[src/rtl/div_unit_pkg.sv]
// div_unit_pkg -- shared definitions for the iterative divider.
//   div_state_t      : FSM state encodings (DivFree, DivByZero, DivOn, DivEnd)
//   DIV_RESULT_READY : level driven on ready_o when result_o is valid
//   DIV_RESULT_NOT_READY : level driven on ready_o otherwise
package div_unit_pkg;

  typedef enum logic [1:0] {
    DivFree   = 2'b00,  // idle, waiting for a request
    DivByZero = 2'b01,  // divisor was zero, produce the flagged zero result
    DivOn     = 2'b10,  // restoring iterations in progress
    DivEnd    = 2'b11   // result held until the requester drops start_i
  } div_state_t;

  localparam logic DIV_RESULT_READY     = 1'b1;
  localparam logic DIV_RESULT_NOT_READY = 1'b0;

endpackage

[src/rtl/div_unit_if.sv]
// div_unit_if -- request/result bundle between the execute stage and div_unit.
//   signed_div_i : 1 = signed division, 0 = unsigned
//   opdata1_i    : dividend
//   opdata2_i    : divisor
//   start_i      : level request
//   annul_i      : abort whatever is in flight
//   result_o     : {remainder, quotient}
//   ready_o      : result_o / dbz_o are valid
//   dbz_o        : divide-by-zero flag
//   busy_o       : divider is not idle
//
// Handshake: the requester raises start_i with operands valid; the operands
// are captured on the single accepting edge and ignored afterwards. start_i
// stays high until the requester has consumed result_o while ready_o=1; the
// divider holds its result until it sees start_i low, then returns to idle
// and clears ready_o/result_o on that edge. A new request is only taken once
// start_i has been observed low after the previous operation ended.
interface div_unit_if #(
  parameter int WIDTH = 32
);
  logic                 signed_div_i;
  logic [WIDTH-1:0]     opdata1_i;
  logic [WIDTH-1:0]     opdata2_i;
  logic                 start_i;
  logic                 annul_i;
  logic [2*WIDTH-1:0]   result_o;
  logic                 ready_o;
  logic                 dbz_o;
  logic                 busy_o;

  modport master (
    output signed_div_i, opdata1_i, opdata2_i, start_i, annul_i,
    input  result_o, ready_o, dbz_o, busy_o
  );

  modport slave (
    input  signed_div_i, opdata1_i, opdata2_i, start_i, annul_i,
    output result_o, ready_o, dbz_o, busy_o
  );
endinterface

[src/rtl/div_unit.sv]
// div_unit -- multi-cycle restoring radix-2 divider, signed or unsigned.
//   clk     : clock, rising edge
//   rst     : asynchronous active-low reset
//   bus     : div_unit_if slave modport (request in, {rem,quo}/ready/dbz/busy out)
//   state_o : current FSM state, for observation
// One quotient bit is produced per cycle in DivOn; the result becomes valid
// WIDTH+1 edges after the accepting edge (2 edges for a zero divisor).
module div_unit
  import div_unit_pkg::*;
#(
  parameter int WIDTH = 32,
  parameter int CNT_W = $clog2(WIDTH + 1)
) (
  input  logic       clk,
  input  logic       rst,
  div_unit_if.slave  bus,
  output div_state_t state_o
);

  localparam logic [WIDTH-1:0] ONE_W    = {{(WIDTH-1){1'b0}}, 1'b1};
  localparam logic [CNT_W-1:0] LAST_CNT = CNT_W'(WIDTH);

  div_state_t           state_q;
  logic [CNT_W-1:0]     count_q;
  logic [WIDTH-1:0]     divisor_q;   // divisor magnitude
  logic [WIDTH-1:0]     rem_q;       // partial remainder
  logic [WIDTH-1:0]     quo_q;       // dividend bits shift out, quotient bits shift in
  logic                 neg_quo_q;   // operand signs differ
  logic                 neg_rem_q;   // dividend was negative
  logic                 wait_low_q;  // start_i must be seen low before next accept
  logic [2*WIDTH-1:0]   result_q;
  logic                 ready_q;
  logic                 dbz_q;

  // Operand magnitudes at the accepting edge.
  logic                 neg1, neg2;
  logic [WIDTH-1:0]     mag1, mag2;
  assign neg1 = bus.signed_div_i & bus.opdata1_i[WIDTH-1];
  assign neg2 = bus.signed_div_i & bus.opdata2_i[WIDTH-1];
  assign mag1 = neg1 ? (~bus.opdata1_i + ONE_W) : bus.opdata1_i;
  assign mag2 = neg2 ? (~bus.opdata2_i + ONE_W) : bus.opdata2_i;

  // One restoring step: shift the next dividend bit into the remainder and
  // trial-subtract the divisor. The top bit of trial is the borrow out; when
  // it is clear the subtraction is kept and the quotient bit is 1.
  logic [WIDTH:0]       shifted;
  logic [WIDTH+1:0]     trial;
  logic                 trial_ok;
  logic [WIDTH-1:0]     rem_next;
  logic [WIDTH-1:0]     quo_next;
  assign shifted  = {rem_q, quo_q[WIDTH-1]};
  assign trial    = {1'b0, shifted} - {2'b00, divisor_q};
  assign trial_ok = ~trial[WIDTH+1];
  assign rem_next = trial_ok ? trial[WIDTH-1:0] : shifted[WIDTH-1:0];
  assign quo_next = {quo_q[WIDTH-2:0], trial_ok};

  // Sign fixup applied once all iterations are done.
  logic [WIDTH-1:0]     quo_fix, rem_fix;
  assign quo_fix = neg_quo_q ? (~quo_q + ONE_W) : quo_q;
  assign rem_fix = neg_rem_q ? (~rem_q + ONE_W) : rem_q;

  // Any busy state returns to idle on annul; DivEnd also returns when the
  // requester lets go of start_i.
  logic go_idle;
  assign go_idle = ((state_q != DivFree) && bus.annul_i) ||
                   ((state_q == DivEnd) && !bus.start_i);

  always_ff @(posedge clk or negedge rst) begin
    if (!rst) begin
      state_q    <= DivFree;
      count_q    <= '0;
      divisor_q  <= '0;
      rem_q      <= '0;
      quo_q      <= '0;
      neg_quo_q  <= 1'b0;
      neg_rem_q  <= 1'b0;
      wait_low_q <= 1'b0;
      result_q   <= '0;
      ready_q    <= DIV_RESULT_NOT_READY;
      dbz_q      <= 1'b0;
    end else if (go_idle) begin
      state_q    <= DivFree;
      count_q    <= '0;
      divisor_q  <= '0;
      rem_q      <= '0;
      quo_q      <= '0;
      neg_quo_q  <= 1'b0;
      neg_rem_q  <= 1'b0;
      wait_low_q <= bus.start_i;
      result_q   <= '0;
      ready_q    <= DIV_RESULT_NOT_READY;
      dbz_q      <= 1'b0;
    end else begin
      if (!bus.start_i) begin
        wait_low_q <= 1'b0;
      end
      case (state_q)
        DivFree: begin
          if (bus.start_i && !bus.annul_i && !wait_low_q) begin
            divisor_q <= mag2;
            rem_q     <= '0;
            quo_q     <= mag1;
            neg_quo_q <= neg1 ^ neg2;
            neg_rem_q <= neg1;
            count_q   <= '0;
            state_q   <= (bus.opdata2_i == '0) ? DivByZero : DivOn;
          end
        end
        DivByZero: begin
          result_q <= '0;
          dbz_q    <= 1'b1;
          state_q  <= DivEnd;
        end
        DivOn: begin
          if (count_q == LAST_CNT) begin
            result_q <= {rem_fix, quo_fix};
            ready_q  <= DIV_RESULT_READY;
            state_q  <= DivEnd;
          end else begin
            rem_q   <= rem_next;
            quo_q   <= quo_next;
            count_q <= count_q + 1'b1;
          end
        end
        DivEnd: begin
          ready_q <= DIV_RESULT_READY;
        end
        default: state_q <= DivFree;
      endcase
    end
  end

  assign bus.result_o = result_q;
  assign bus.ready_o  = ready_q;
  assign bus.dbz_o    = dbz_q;
  assign bus.busy_o   = (state_q != DivFree);
  assign state_o      = state_q;

endmodule

[src/flat_wrapper.sv]
// flat-port wrapper written by rule: the top's interface ports become plain ports
module div_unit_flat import div_unit_pkg::*;
#(
  parameter int WIDTH = 32,
  parameter int CNT_W = $clog2(WIDTH + 1)
)
  (clk, rst, state_o, bus_signed_div_i, bus_opdata1_i, bus_opdata2_i, bus_start_i, bus_annul_i, bus_result_o, bus_ready_o, bus_dbz_o, bus_busy_o);
  div_unit_if #(.WIDTH(WIDTH)) bus_i ();
  input  logic clk;
  input  logic rst;
  output div_state_t state_o;
  input wire logic [$bits(bus_i.signed_div_i)-1:0] bus_signed_div_i;
  input wire logic [$bits(bus_i.opdata1_i)-1:0] bus_opdata1_i;
  input wire logic [$bits(bus_i.opdata2_i)-1:0] bus_opdata2_i;
  input wire logic [$bits(bus_i.start_i)-1:0] bus_start_i;
  input wire logic [$bits(bus_i.annul_i)-1:0] bus_annul_i;
  output wire logic [$bits(bus_i.result_o)-1:0] bus_result_o;
  output wire logic [$bits(bus_i.ready_o)-1:0] bus_ready_o;
  output wire logic [$bits(bus_i.dbz_o)-1:0] bus_dbz_o;
  output wire logic [$bits(bus_i.busy_o)-1:0] bus_busy_o;
  assign bus_i.signed_div_i = bus_signed_div_i;
  assign bus_i.opdata1_i = bus_opdata1_i;
  assign bus_i.opdata2_i = bus_opdata2_i;
  assign bus_i.start_i = bus_start_i;
  assign bus_i.annul_i = bus_annul_i;
  assign bus_result_o = bus_i.result_o;
  assign bus_ready_o = bus_i.ready_o;
  assign bus_dbz_o = bus_i.dbz_o;
  assign bus_busy_o = bus_i.busy_o;
  div_unit #(.WIDTH(WIDTH), .CNT_W(CNT_W)) u_core (.clk(clk), .rst(rst), .bus(bus_i), .state_o(state_o));
endmodule
[config.mk]
export PLATFORM = sky130hd
export DESIGN_NAME = div_unit_flat
export DESIGN_NICKNAME = d
export VERILOG_FILES = /design/src/rtl/div_unit_pkg.sv /design/src/rtl/div_unit_if.sv /design/src/rtl/div_unit.sv /design/src/flat_wrapper.sv
export SDC_FILE = /design/constraint.sdc
export NUM_CORES = 1
export LEC_CHECK = 0
export ABC_AREA = 1
export BUFFER_PORTS_ARGS = -buffer_cell sky130_fd_sc_hd__clkbuf_2
export CORE_AREA = 2 2 215 217
export DETAILED_ROUTE_END_ITERATION = 16
export DIE_AREA = 0 0 217 219
export PLACE_DENSITY = 0.52
export SLEW_MARGIN = 30
export SYNTH_ARGS = -nofsm -noshare
export SYNTH_HDL_FRONTEND = slang
export SYNTH_SLANG_ARGS = --single-unit
[constraint.sdc]
create_clock -name clk -period 3.23 [get_ports clk]
set_input_delay 0.646 -clock clk [delete_from_list [all_inputs] [get_ports clk]]
set_output_delay 0.646 -clock clk [all_outputs]
set_load 0.005 [all_outputs]
; ---- Word level (Yosys, flattened, before mapping)
; Cells that the tools add are included.
[word_totals]
output_inout_bits = 69
wordCells = 97
ff_bits = 173
in_bits = 69
[classes]
n_eq_ne = 8
n_reduce_logical = 23
muxes = 41
addsub = 6
n_bitwise = 8
[ops]
columns = cell, count
row1 = $mux 32, 14
row2 = $add 32x1->32 const B, 4
row3 = $mux 64, 2
row4 = $not 32->32, 4
row5 = $pmux 32 s2, 2
row6 = $pmux 64 s2, 1
row7 = $sub 33x32->34, 1
row8 = $logic_not 32->1, 1
row9 = $mux 6, 3
row10 = $mux 1, 12
row11 = $pmux 6 s2, 1
row12 = $reduce_bool 3->1, 3
row13 = $mux 2, 4
row14 = $reduce_bool 2->1, 4
row15 = $add 6x1->6 const B, 1
row16 = $eq 6x6->1 const B, 1
row17 = $ne 3x1->1 const B, 2
row18 = $pmux 2 s3, 1
row19 = $reduce_and 2->1, 3
row20 = $reduce_and 3->1, 2
row21 = $eq 2x2->1 const B, 2
row22 = $logic_and 1x1->1, 4
row23 = $reduce_bool 4->1, 1
row24 = $logic_not 1->1, 3
row25 = 9 further kinds, 10

; ---- Logic depth before layout (Yosys ltp)
[logic_depth]
word_depth = 6
ltp_mapped = 16
ltp_nobuf = 16

; ---- Least setup slack after synthesis
; OpenSTA, ideal clock, no wires.
[synth_timing]
kind = input to register
start = input bus_opdata1_i[1]
end = register u_core.quo_q[28]
slack_ps = 1173
arrival_time_ps = 1940
n_path_buf = 0
setup_time_ps = 117
t_required_ps = 3113
path_stages = 11
cell_sequence = inv_1 ha_1 nand3_1 nor2_1 nand3_1 nand2_1 nand3_1 o21ai_0 nand3_1 nand2_1 nand2_1
[synth_via]
elab_chain_cells = 6
[synth_lines]
columns = element, line
row1 = from (decl), flat_wrapper.sv:13  ; input wire logic [$bits(bus_i.opdata1_i)-1:0] bus_opdata1_i;
row2 = $not 32->32, div_unit.sv:40  ; assign mag1 = neg1 ? (~bus.opdata1_i + ONE_W) : bus.opdata1_i;
row3 = $add 32x1->32, div_unit.sv:40
row4 = $mux 32, div_unit.sv:40
row5 = $mux 32, div_unit.sv:99  ; if (bus.start_i && !bus.annul_i && !wait_low_q) begin
row6 = $pmux 32 s2, div_unit.sv:97  ; case (state_q)
row7 = $mux 32, div_unit.sv:81  ; end else if (go_idle) begin
row8 = to (signal assigned), div_unit.sv:102  ; quo_q <= mag1;
row9 = to (signal assigned), div_unit.sv:121  ; quo_q <= quo_next;
row10 = to (decl), div_unit.sv:27  ; logic [WIDTH-1:0] quo_q;
; Every way passes these cells. The select of a mux whose other input is x is not followed.
; A chain may end at the register's enable or synchronous reset.

; ---- Worst setup path in the final report
[layout_timing]
start = register u_core.rem_q[4]
end = register u_core.rem_q[28]
[layout_via]
elab_chain_cells = 5
[layout_lines]
columns = element, line
row1 = from (decl), div_unit.sv:26  ; logic [WIDTH-1:0] rem_q;
row2 = from (signal assigned), div_unit.sv:120  ; rem_q <= rem_next;
row3 = $sub 33x32->34, div_unit.sv:52  ; assign trial = {1'b0, shifted} - {2'b00, divisor_q};
row4 = $mux 32, div_unit.sv:54  ; assign rem_next = trial_ok ? trial[WIDTH-1:0] : shifted[WIDTH-1:0];
row5 = $mux 32, div_unit.sv:115  ; if (count_q == LAST_CNT) begin
row6 = $pmux 32 s2, div_unit.sv:97
row7 = $mux 32, div_unit.sv:81
; Every way passes these cells. The select of a mux whose other input is x is not followed.

==> reports/summary.json <==
{
  "status": "completed",
  "drv.max_cap_violation_count": 0,
  "grt_antenna_before_repair": 0,
  "power.leakage_nw": 8.27,
  "synthesis.yosys.warnings": 0,
  "drive_gt1_share_pct": 9.95,
  "cp-startpoint": "u_core.rem_q[4]$_DFFE_PN0P_",
  "timing.critical_path.required_ns": 3.63,
  "fmax_ghz": 0.348,
  "totalNegativeSetupSlack_ns": 0,
  "irDropWorstVdd_v": 0.000529,
  "worstSkewPairLatency_ns": 0.47,
  "tritoncts": "yes",
  "yosys-top-cells-area": "sky130_fd_sc_hd__dfrtp_1 32%, sky130_fd_sc_hd__nand2_1 21%, sky130_fd_sc_hd__inv_1 8.7%, sky130_fd_sc_hd__nand3_1 6.2%, sky130_fd_sc_hd__nor2_1 6.1%",
  "routabilityCongestion": 0.910,
  "cpLargestDelayFamily": "simple AND/OR/NAND/NOR gates",
  "finalSetupViolations": 0,
  "tightest_slew_ns": 0.690,
  "cp_slowest_cell": "sky130_fd_sc_hd__dfrtp_1",
  "highest_signal_layer": "met4",
  "max-slew-margin-rel_pct": 54.0,
  "startpoint_type": "flip-flop",
  "netlist-cell-type-count": 46,
  "crit_buf_inv": 0,
  "cts-root-to-sink-buffers": 2,
  "multi_input_comb_area_sq_mm": 0.00762,
  "die_area_sq_mm": 0.0475,
  "drt_iter0_markers": 1107,
  "synth_largest_area_cell": "sky130_fd_sc_hd__dfrtp_1",
  "regToRegSetupSlack_ns": 0.36,
  "cts-resized-gates": 0,
  "floorplan.rows": 78,
  "fp.dieH_microns": 219,
  "rsz_0062_raised_after_global_routing": "no",
  "routed_length_on_met2_microns": 20600,
  "cts_inserted_buffers": 17,
  "most_used_dff_post_synth": "sky130_fd_sc_hd__dfrtp_1",
  "post_cts_buffers": 0,
  "grt_pass1_vias": 13286,
  "route.detailed.vias_per_inst": 4.77,
  "final.setup_skew_ns": 0.0140,
  "globalRoute.totalOverflow": 0,
  "hold_buffers": 0,
  "core_area_sq_mm": 0.0451,
  "worstReg2RegEnd": "u_core.rem_q[28]$_DFFE_PN0P_",
  "clk_transition_reported_paths_ns": 0.07,
  "routed_wl_microns": 46800,
  "antenna_left": 0,
  "syn_inst": 2160,
  "total_nets_final": 2400,
  "synth.yosys.seq_area_share_pct": 32.1,
  "asyncSetResetFlopFracSynth_pct": 100,
  "worst_path_most_repeated_cell": "sky130_fd_sc_hd__nand2_1",
  "slew_viol_final": 0,
  "mappedNetlistArea_sq_mm": 0.0135,
  "clock_sinks": 173,
  "total_of_flip_flops_plus_latches_after_synthesis": 173,
  "hold_viol": 0,
  "place.detailed.hpwl_microns": 38000,
  "drtPass1Iterations": 6,
  "min_period_over_period_pct": 88.9,
  "detail_route.wl_per_cell_microns": 16.1,
  "worstPathMaxFanout": 33,
  "mappedNetlistNets": 2272,
  "cpPeakStageDelay_ns": 0.50,
  "fillCellCount": 5028,
  "power_density_mw_per_mm2": 911,
  "track_usage_pct": 20.1,
  "critical_path_class": "flip-flop to flip-flop",
  "seqCellArea_sq_mm": 0.00433,
  "setup.worst_path.end_class": "flip-flop",
  "route.met3.wl_microns": 2170,
  "min-delay-path-class": "primary input to asynchronous set/reset pin",
  "n_antenna_cell": 0,
  "rr_startpoint": "u_core.rem_q[4]$_DFFE_PN0P_",
  "grt_max_degree": 73,
  "remaining_drc_errors": 0,
  "cts.root.buffer_cell": "sky130_fd_sc_hd__clkbuf_16",
  "cp.arrival_ns": 3.28,
  "critical_path.cell_chain": "ha_1, nand2_1, nor2_1, nand3_1, nand3_2, nand2_1, nand2_1, nand2_2, nand2_4, nand2_2, nand2_1, nand2_1, nand2_1",
  "worst-r2r-cell-count": 13,
  "layout-area-overhead-vs-synth_pct": 14.3,
  "finish.utilization_pct": 34.2,
  "grt_first_pass_wirelength_microns": 74600,
  "synth_largest_type_area_fraction_pct": 32.1,
  "ctsHtreeMaxLevel": 4,
  "final.min_clock_period_ns": 2.87,
  "met1Wirelength_microns": 23100,
  "initial_utilization_pct": 29.9,
  "post_synth.cell_area_avg_sq_um": 6.24,
  "die_extent_in_x_microns": 217,
  "overall_via_count_from_detail_route": 13824,
  "synth_enable_flop_cells": 0,
  "io_buffer_count": 137,
  "ios": 138
}
==> cell families after synthesis <==
logic type	synth area share, %
buffers and inverters	11.3
and+or+nand+nor	38.4
AOI/OAI and AO/OA	11.6
DFF	32.1
adders and majority gates	4.05
xor gates and xnor gates	2.54
==> stage by stage <==
| step | instances | power, mW | worst slack [ns] | area [sq um] | hold slack (ns) |
|---|---|---|---|---|---|
| 2_1_floorplan | 2160 | 9.59 | 1.17 | 13500 | 0.350 |
| 3_3_place_gp | 2869 | 12.0 | 0.358 | 14800 | 0.463 |
| 3_5_place_dp | 2869 | 12.0 | 0.371 | 14800 | 0.468 |
| 4_1_cts | 2901 | 14.1 | 0.355 | 15400 | 0.216 |
| 5_1_grt | 2901 | 15.5 | 0.148 | 15400 | 0.230 |
| 6_report | 2901 | 14.0 | 0.357 | 15400 | 0.194 |
==> cells in the mapped netlist (8+ instances only) <==
library cell and instances:
sky130_fd_sc_hd__xnor2_1 18, sky130_fd_sc_hd__ha_1 42, sky130_fd_sc_hd__nand3_1 167, sky130_fd_sc_hd__o31ai_1 8
sky130_fd_sc_hd__nand2_1 750, sky130_fd_sc_hd__o21ai_1 41, sky130_fd_sc_hd__clkbuf_1 19, sky130_fd_sc_hd__inv_1 311
sky130_fd_sc_hd__o22ai_1 26, sky130_fd_sc_hd__o21ai_0 107, sky130_fd_sc_hd__a21oi_1 92, sky130_fd_sc_hd__nor2_1 218
sky130_fd_sc_hd__dfrtp_1 173, sky130_fd_sc_hd__xor2_1 21, sky130_fd_sc_hd__buf_2 24, sky130_fd_sc_hd__nor3_1 26
sky130_fd_sc_hd__nand4_1 35
==> per-layer routing <==
metal / track usage, % / vias up
met5: 0 / -
met4: 5.82 / 0
met3: 2.97 / 35
met2: 31.5 / 335
met1: 28.7 / 6335
li1: - / 7119
==> sequential cells by signal (all words and copies together) (netlist names) <==
signal	count
u_core.bus.result_o	64
u_core.divisor_q	32
u_core.quo_q	32
u_core.rem_q	32
u_core.count_q	6
u_core.state_o	2
u_core.bus.dbz_o	1
u_core.bus.ready_o	1
u_core.neg_quo_q	1
u_core.neg_rem_q	1
u_core.wait_low_q	1
==> placed cells by master (no fill, tap or decap), types with 2 or more instances in the layout <==
master,instances
sky130_fd_sc_hd__a21oi_1,92
sky130_fd_sc_hd__and2_1,5
sky130_fd_sc_hd__buf_12,2
sky130_fd_sc_hd__buf_4,25
sky130_fd_sc_hd__clkbuf_16,17
sky130_fd_sc_hd__clkbuf_2,136
sky130_fd_sc_hd__clkinv_1,2
sky130_fd_sc_hd__clkinv_2,2
sky130_fd_sc_hd__clkinv_4,3
sky130_fd_sc_hd__dfrtp_1,173
sky130_fd_sc_hd__ha_1,42
sky130_fd_sc_hd__inv_1,310
sky130_fd_sc_hd__inv_2,8
sky130_fd_sc_hd__inv_6,8
sky130_fd_sc_hd__nand2_1,750
sky130_fd_sc_hd__nand2_2,5
sky130_fd_sc_hd__nand2_4,3
sky130_fd_sc_hd__nand3_1,167
sky130_fd_sc_hd__nand3_2,3
sky130_fd_sc_hd__nand3b_1,7
sky130_fd_sc_hd__nand4_1,35
sky130_fd_sc_hd__nor2_1,218
sky130_fd_sc_hd__nor2_2,2
sky130_fd_sc_hd__nor2_8,3
sky130_fd_sc_hd__nor3_1,26
sky130_fd_sc_hd__nor4_1,4
sky130_fd_sc_hd__o211ai_1,3
sky130_fd_sc_hd__o21ai_0,107
sky130_fd_sc_hd__o21ai_1,41
sky130_fd_sc_hd__o221ai_1,6
sky130_fd_sc_hd__o22ai_1,26
sky130_fd_sc_hd__o31ai_1,8
sky130_fd_sc_hd__o32ai_1,4
sky130_fd_sc_hd__or2_2,3
sky130_fd_sc_hd__xnor2_1,18
sky130_fd_sc_hd__xor2_1,21
==> how the worst max path moves through the flow <==
stage | end | slack (ns) | cells after the start
4_1_cts | u_core.rem_q[28]$_DFFE_PN0P_ | 0.35 | 13
5_1_grt | u_core.rem_q[26]$_DFFE_PN0P_ | 0.15 | 13
6_report | u_core.rem_q[28]$_DFFE_PN0P_ | 0.36 | 13
3_3_place_gp | u_core.rem_q[28]$_DFFE_PN0P_ | 0.36 | 13
2_1_floorplan | u_core.quo_q[28]$_DFFE_PN0P_ | 1.17 | 11
3_5_place_dp | u_core.rem_q[28]$_DFFE_PN0P_ | 0.37 | 13
==> power by group <==
group | internal (mW) | switching [mW]
registers | 2.61 | 0.448
clock network | 1.01 | 1.02
logic | 2.77 | 6.18
==> final cells by class <==
class | count | share of cell area (%)
inverter | 323 | 7.93
tap | 600 | 4.88
timing repair buffer | 164 | 5.97
clock buffer | 18 | 2.79
sequential | 173 | 28.1
multi-input combinational | 1609 | 49.5
clock inverter | 14 | 0.829
Note: power is estimated with default switching activity, not from simulation.
